[src/rtl/gcc_color_rf.sv]
// Vertex colour register file: NUM_V entries of COLOR_W bits, one write port
// and two combinational read ports. Out-of-range read addresses return zero.
module gcc_color_rf #(
    parameter int NUM_V   = 11,
    parameter int COLOR_W = 2,
    parameter int VIDX_W  = 4
) (
    input  logic               clk_i,
    input  logic               rst_i,
    input  logic               wr_en_i,
    input  logic [VIDX_W-1:0]  wr_addr_i,
    input  logic [COLOR_W-1:0] wr_data_i,
    input  logic [VIDX_W-1:0]  rd_addr_a_i,
    output logic [COLOR_W-1:0] rd_data_a_o,
    input  logic [VIDX_W-1:0]  rd_addr_b_i,
    output logic [COLOR_W-1:0] rd_data_b_o
);

    logic [COLOR_W-1:0] mem_q [NUM_V];

    // Address decode by comparison, so addresses >= NUM_V never hit an entry.
    always_ff @(posedge clk_i) begin
        if (rst_i) begin
            for (int i = 0; i < NUM_V; i++) begin
                mem_q[i] <= '0;
            end
        end else begin
            for (int i = 0; i < NUM_V; i++) begin
                if (wr_en_i && (wr_addr_i == VIDX_W'(i))) begin
                    mem_q[i] <= wr_data_i;
                end
            end
        end
    end

    always_comb begin
        rd_data_a_o = '0;
        rd_data_b_o = '0;
        for (int i = 0; i < NUM_V; i++) begin
            if (rd_addr_a_i == VIDX_W'(i)) rd_data_a_o = mem_q[i];
            if (rd_addr_b_i == VIDX_W'(i)) rd_data_b_o = mem_q[i];
        end
    end

endmodule

[config.mk]
export PLATFORM = sky130hd
export DESIGN_NAME = gcc_color_rf
export DESIGN_NICKNAME = d
export VERILOG_FILES = /design/src/rtl/gcc_color_rf.sv
export SDC_FILE = /design/constraint.sdc
export NUM_CORES = 1
export LEC_CHECK = 0
export ABC_AREA = 1
export CAP_MARGIN = 20
export CORE_MARGIN = 1.5
export CORE_UTILIZATION = 54
export CTS_CLUSTER_SIZE = 12
export DETAILED_ROUTE_END_ITERATION = 6
export MAX_ROUTING_LAYER = met4
export PLACE_DENSITY_LB_ADDON = 0.15
export SLEW_MARGIN = 10
export SYNTH_ARGS = -nofsm -noshare
export SYNTH_HDL_FRONTEND = slang
export SYNTH_SLANG_ARGS = --single-unit
[constraint.sdc]
create_clock -name clk_i -period 1.45 [get_ports clk_i]
set_clock_uncertainty 0.1 [all_clocks]
set_input_delay 0.2175 -clock clk_i [delete_from_list [all_inputs] [get_ports clk_i]]
set_output_delay 0.2175 -clock clk_i [all_outputs]
set_load 0.01 [all_outputs]
==> results of run 1 <==
per-layer routing:
| layer | track usage | share of wire | up-vias |
|---|---|---|---|
| met1 | 0.2641 | 0.38 | 675 |
| li1 | - | - | 756 |
| met4 | 0.1098 | 0.019 | 0 |
| met2 | 0.5060 | 0.53 | 74 |
| met3 | 0.03226 | 0.070 | 10 |
| met5 | - | 0 | - |
stage by stage:
stage / cells / hold slack, ns / power [µW]
4_1_cts: 281 / 0.6507 / 1308
3_3_place_gp: 275 / 0.9287 / 1071
3_5_place_dp: 275 / 0.9402 / 1082
6_report: 282 / 0.6432 / 1331
2_1_floorplan: 204 / 0.3595 / 910.6
5_1_grt: 282 / 0.6687 / 1382
repair_timing:
item                                    CTS  global route
endpoints found under the hold margin     0             0
pin swaps                                12             8
gates resized for setup                  38             9
endpoints found under the setup margin    4             4
buffers inserted                          3             1
cloned                                    0             0
power breakdown:
group	total [µW]	switching [µW]	internal, µW
Sequential	766	26.2	740
Combinational	314	175	139
Clock	251	154	97.0
Total	1330	355	976
worst min-delay path by stage:
stage	startpoint	end	slack, ns	depth (start not counted)
floorplan	wr_data_i[0]	mem_q[3][0]$_SDFFCE_PN0P_	0.36	2
global placement	wr_data_i[1]	mem_q[3][1]$_SDFFCE_PN0P_	0.93	4
detailed placement	wr_data_i[1]	mem_q[1][1]$_SDFFCE_PN0P_	0.94	4
CTS	wr_data_i[1]	mem_q[1][1]$_SDFFCE_PN0P_	0.65	4
global route	wr_data_i[1]	mem_q[1][1]$_SDFFCE_PN0P_	0.67	4
finish	wr_data_i[1]	mem_q[3][1]$_SDFFCE_PN0P_	0.64	4
cells in the mapped netlist, types with 2 or more instances:
cell / instances
nand2_1: 59
nor2_1: 48
edfxtp_1: 22
nand3_1: 21
inv_1: 20
nand4_1: 7
inv_2: 6
a21oi_1: 3
clkbuf_1: 3
nor2_2: 3
nand2_2: 2
nand3_2: 2
nor2_4: 2
nor3_2: 2
area by class of cell:
cell class              count  area, µm²
clock buffers               3      22.52
inverters                  26      97.59
multi-input cells         153      764.5
flip-flops and latches     22      660.6
fillers                   181      541.8
repair buffers             48      397.9
well taps                  30      37.54
kinds of logic (layout without fill, tap and decap cells):
logic type,Yosys count,in the layout,synth area share
AND/OR/NAND/NOR,148,148,0.4552
buffers and inverters,29,77,0.07429
flip-flops,22,22,0.4509
AO/OA/AOI/OAI,5,5,0.01964
==> out/metrics.csv, run 1 <==
metric;value;unit
worst_pin_slew;0.2899;ns
crit_required;1.13;ns
endpoint_kind;output pin;
place.detailed.hpwl;2750;µm
synth_top_flop_cell;edfxtp_1;
critPathBufInv;2;
vias_per_cell;5.372;
wl;3622;µm
critical_path_arrival;1.48;ns
p_per_area;672.0;mW/mm²
ys_seq_area_frac;0.4509;
endpoint;rd_data_a_o[0];
start_kind;flop;
status;complete, but fails checks;
synthDistinctLibCells;18;
start_util;0.5809;
top_regs;mem_q: 22 flops;
period_share;1.242;
numCtsBuffers;3;
cap_violations;0;
final_layout_size_suffix_gt1_frac;0.2857;
synth_edf_count;22;
syn_to_final_growth;35.18;%
worstPathMaxFanout;2;
fin_setup_tns;-1.248;ns
critPathLaunch;mem_q[1][0]$_SDFFCE_PN0P_;
cts_sinks;22;
diodes;0;
tritoncts;built;
slew_headroom;0.8057;
via_count;1515;
place_ws;-0.9388;ns
antenna_found_initial;0;
place_congestion;0.7987;
grt_max_degree;12;
grt_pass1_wl;5430;µm
peakVddDrop;0.6112;mV
drt_iter0_drc;52;
synth_area;0.001465;mm²
critPathMostFrequentCell;nand4_1;
clockBufferDepth;2;
critPathMaxStageDelay;0.43;ns
ys_warn_count;0;
firstDrtPassIters;5;
final_common_cell;nand2_1;
synth_top_area_frac;0.4509;
grt_setup_unrepaired;true;
drc_errors;0;
setup_violations;4;
port_buffers;20;
grt_use_total;0.2627;
synthTopCellsByArea;edfxtp_1, nand2_1, nor2_1, nand3_1, inv_1;
path_delay_family;simple AND/OR/NAND/NOR gates;
final_cell_mix;nand2_1, nor2_1, buf_4;
crit_path_top_delay_cell;edfxtp_1;
syn_nets;221;
coreArea;0.002522;mm²
fp.dieW;55.09;µm
clk_pin_slew;0.09;ns
slew_violations;0;
h-tree-depth;1;
grt_pass1_vias;1372;
power_leakage;0.0008786;µW
fin_area;0.001981;mm²
finalCriticalPeriod;1.800;ns
fin_util;0.7852;
ios;21;
clock.fmax;555.5;MHz
synth_area_leader_cell;edfxtp_1;
nets;271;
ys_ff_latch;22;
ys_async_sr_fraction;0;
synthCells;204;
die_h;55.09;µm
postCtsHoldBufs;0;
drt-wirelength-per-cell;12.84;µm
path_class;reg2out;
setup_slack;-0.3503;ns
place_area;0.001884;mm²
largest_register_ffs;22;
hold_viol;0;
violations;setup timing;
min_path_type;in2reg;
clock-root-buffer;clkbuf_4;
detail-route-antenna-nets;0;
num_rows;18;
syn_avg_cell_area;7.182;µm²
critical_path.cell_chain;buf_4 > nand3_2 > nand3_1 > nor2_2 > nand4_1 > nand2_1 > nand4_1 > buf_2;
overflow;0;
path_depth;8;
die-area;0.003035;mm²
largest_register;mem_q;
Note: power is estimated with default switching activity, not from simulation.
==> run 2, diff against run 1 <==
--- a/config.mk
+++ b/config.mk
@@ -12,7 +12,7 @@
 export CTS_CLUSTER_SIZE = 12
 export DETAILED_ROUTE_END_ITERATION = 6
 export MAX_ROUTING_LAYER = met4
-export PLACE_DENSITY_LB_ADDON = 0.15
+export PLACE_DENSITY_LB_ADDON = 0.08
 export SLEW_MARGIN = 10
 export SYNTH_ARGS = -nofsm -noshare
 export SYNTH_HDL_FRONTEND = slang
==> run 2 against run 1 <==
  * The flow still finishes with violations (setup timing)
  * Sequential cell count is the same
  * Global-route usage down 0.46 points
  * Critical path depth stayed put
  * Sequential share of layout area about the same
  * Wire length decreased by 5.1%
  * Worst hold slack worse by 0.018 ns
  * Critical endpoint is now rd_data_a_o[1]
  * Largest power group unchanged
  * Highest routed layer unchanged
==> out/metrics.csv, run 2 (synthesis gave the netlist of run 1 again) <==
metric;value;unit
ios;21;
syn_to_final_growth;35.35;%
timing.hold.ws;0.6248;ns
start_kind;flop;
critical_path_arrival;1.48;ns
endpoint;rd_data_a_o[1];
slew_violations;0;
clk_pin_slew;0.10;ns
final_common_cell;nand2_1;
final_cell_mix;nand2_1, nor2_1, buf_4;
tritoncts;built;
grt_use_total;0.2581;
path_class;reg2out;
nets;274;
start_util;0.5809;
grt_pass1_vias;1416;
slew_headroom;0.8174;
fin_area;0.001983;mm²
port_buffers;20;
grt_pass1_wl;5375;µm
antenna_found_initial;0;
worstPathMaxFanout;2;
via_count;1493;
fp.dieW;55.09;µm
drt_iter0_drc;79;
place_congestion;0.8034;
place.detailed.hpwl;2779;µm
cap_violations;0;
drt-wirelength-per-cell;12.06;µm
final_layout_size_suffix_gt1_frac;0.2745;
top_regs;mem_q: 22 flops;
cts_sinks;22;
wl;3438;µm
grt_setup_unrepaired;true;
numCtsBuffers;3;
firstDrtPassIters;4;
min_path_type;in2reg;
die-area;0.003035;mm²
clock.fmax;556.8;MHz
crit_required;1.13;ns
h-tree-depth;1;
worst_pin_slew;0.2739;ns
critPathLaunch;mem_q[0][1]$_SDFFCE_PN0P_;
overflow;0;
place_area;0.001894;mm²
diodes;0;
die_h;55.09;µm
p_per_area;676.8;mW/mm²
violations;setup timing;
detail-route-antenna-nets;0;
hold_viol;0;
vias_per_cell;5.239;
coreArea;0.002522;mm²
setup_slack;-0.3460;ns
finalCriticalPeriod;1.796;ns
largest_register;mem_q;
period_share;1.239;
endpoint_kind;output pin;
grt_max_degree;12;
setup_violations;4;
drc_errors;0;
num_rows;18;
clockBufferDepth;2;
peakVddDrop;0.6145;mV
status;complete, but fails checks;
largest_register_ffs;22;
clock-root-buffer;clkbuf_4;
finalPower;1342;µW
power_leakage;0.0008828;µW
## run 2: changes by cell type in the layout (fill, tap and decap cells not counted), sizes merged
cell / change
buf: +3
## run 2: cell type report
type,instances,area [µm²]
Clock buffer,3,22.52
Sequential cell,22,660.6
Inverter,26,97.59
Multi-Input combinational cell,153,750.7
Timing Repair Buffer,51,414.1
Fill cell,178,539.3
Tap cell,30,37.54
## run 2: critical path, stage by stage, from the launching register on
cell      delay, ns
edfxtp_1       0.43
buf_6          0.14
nand3_2        0.05
nand3_2        0.07
nor2_2         0.10
nand4_1        0.09
nand2_1        0.08
nand4_1        0.07
buf_2          0.14
## run 2: worst min-delay path by stage
| stage | slack (ns) | depth (start not counted) | start | endpoint |
|---|---|---|---|---|
| 3_5_place_dp | 0.94 | 4 | wr_data_i[0] | mem_q[0][0]$_SDFFCE_PN0P_ |
| 2_1_floorplan | 0.36 | 2 | wr_data_i[0] | mem_q[3][0]$_SDFFCE_PN0P_ |
| 5_1_grt | 0.66 | 4 | wr_data_i[0] | mem_q[0][0]$_SDFFCE_PN0P_ |
| 4_1_cts | 0.62 | 4 | wr_data_i[0] | mem_q[0][0]$_SDFFCE_PN0P_ |
| 6_report | 0.62 | 4 | wr_data_i[0] | mem_q[3][0]$_SDFFCE_PN0P_ |
| 3_3_place_gp | 0.93 | 4 | wr_data_i[0] | mem_q[3][0]$_SDFFCE_PN0P_ |
## run 2: layer usage
metal | global-route usage | vias up | wire length [µm]
met1 | 0.2592 | 667 | 1331
li1 | - | 755 | -
met3 | 0.02419 | 11 | 218
met4 | 0.1220 | 0 | 71
met5 | - | - | 0
met2 | 0.4960 | 60 | 1818
## run 2: stage by stage
| step | util | worst slack, ns | setup TNS, ns | instances |
|---|---|---|---|---|
| floorplan | - | 0.2408 | 0 | 204 |
| global placement | 0.7510 | -0.8769 | -7.028 | 278 |
| detailed placement | 0.7510 | -0.8964 | -9.712 | 278 |
| CTS | 0.7798 | -0.3785 | -1.197 | 284 |
| global route | 0.7862 | -0.4062 | -1.464 | 285 |
| finish | 0.7862 | -0.3460 | -1.126 | 285 |
## run 2: what timing repair did
| action | CTS | global route |
|---|---|---|
| pin swaps | 15 | 11 |
| endpoints found under the setup margin | 4 | 8 |
| hold buffers | 0 | 0 |
| setup buffers | 3 | 1 |
| endpoints found under the hold margin | 0 | 0 |
| gates resized for setup | 39 | 6 |
## run 2: power by group
part / internal, µW / switching (µW) / leakage [µW]
logic: 141 / 173 / 0.000658
clock network: 97.0 / 166 / 0.0000138
registers: 740 / 25.7 / 0.000211
total: 978 / 364 / 0.000883
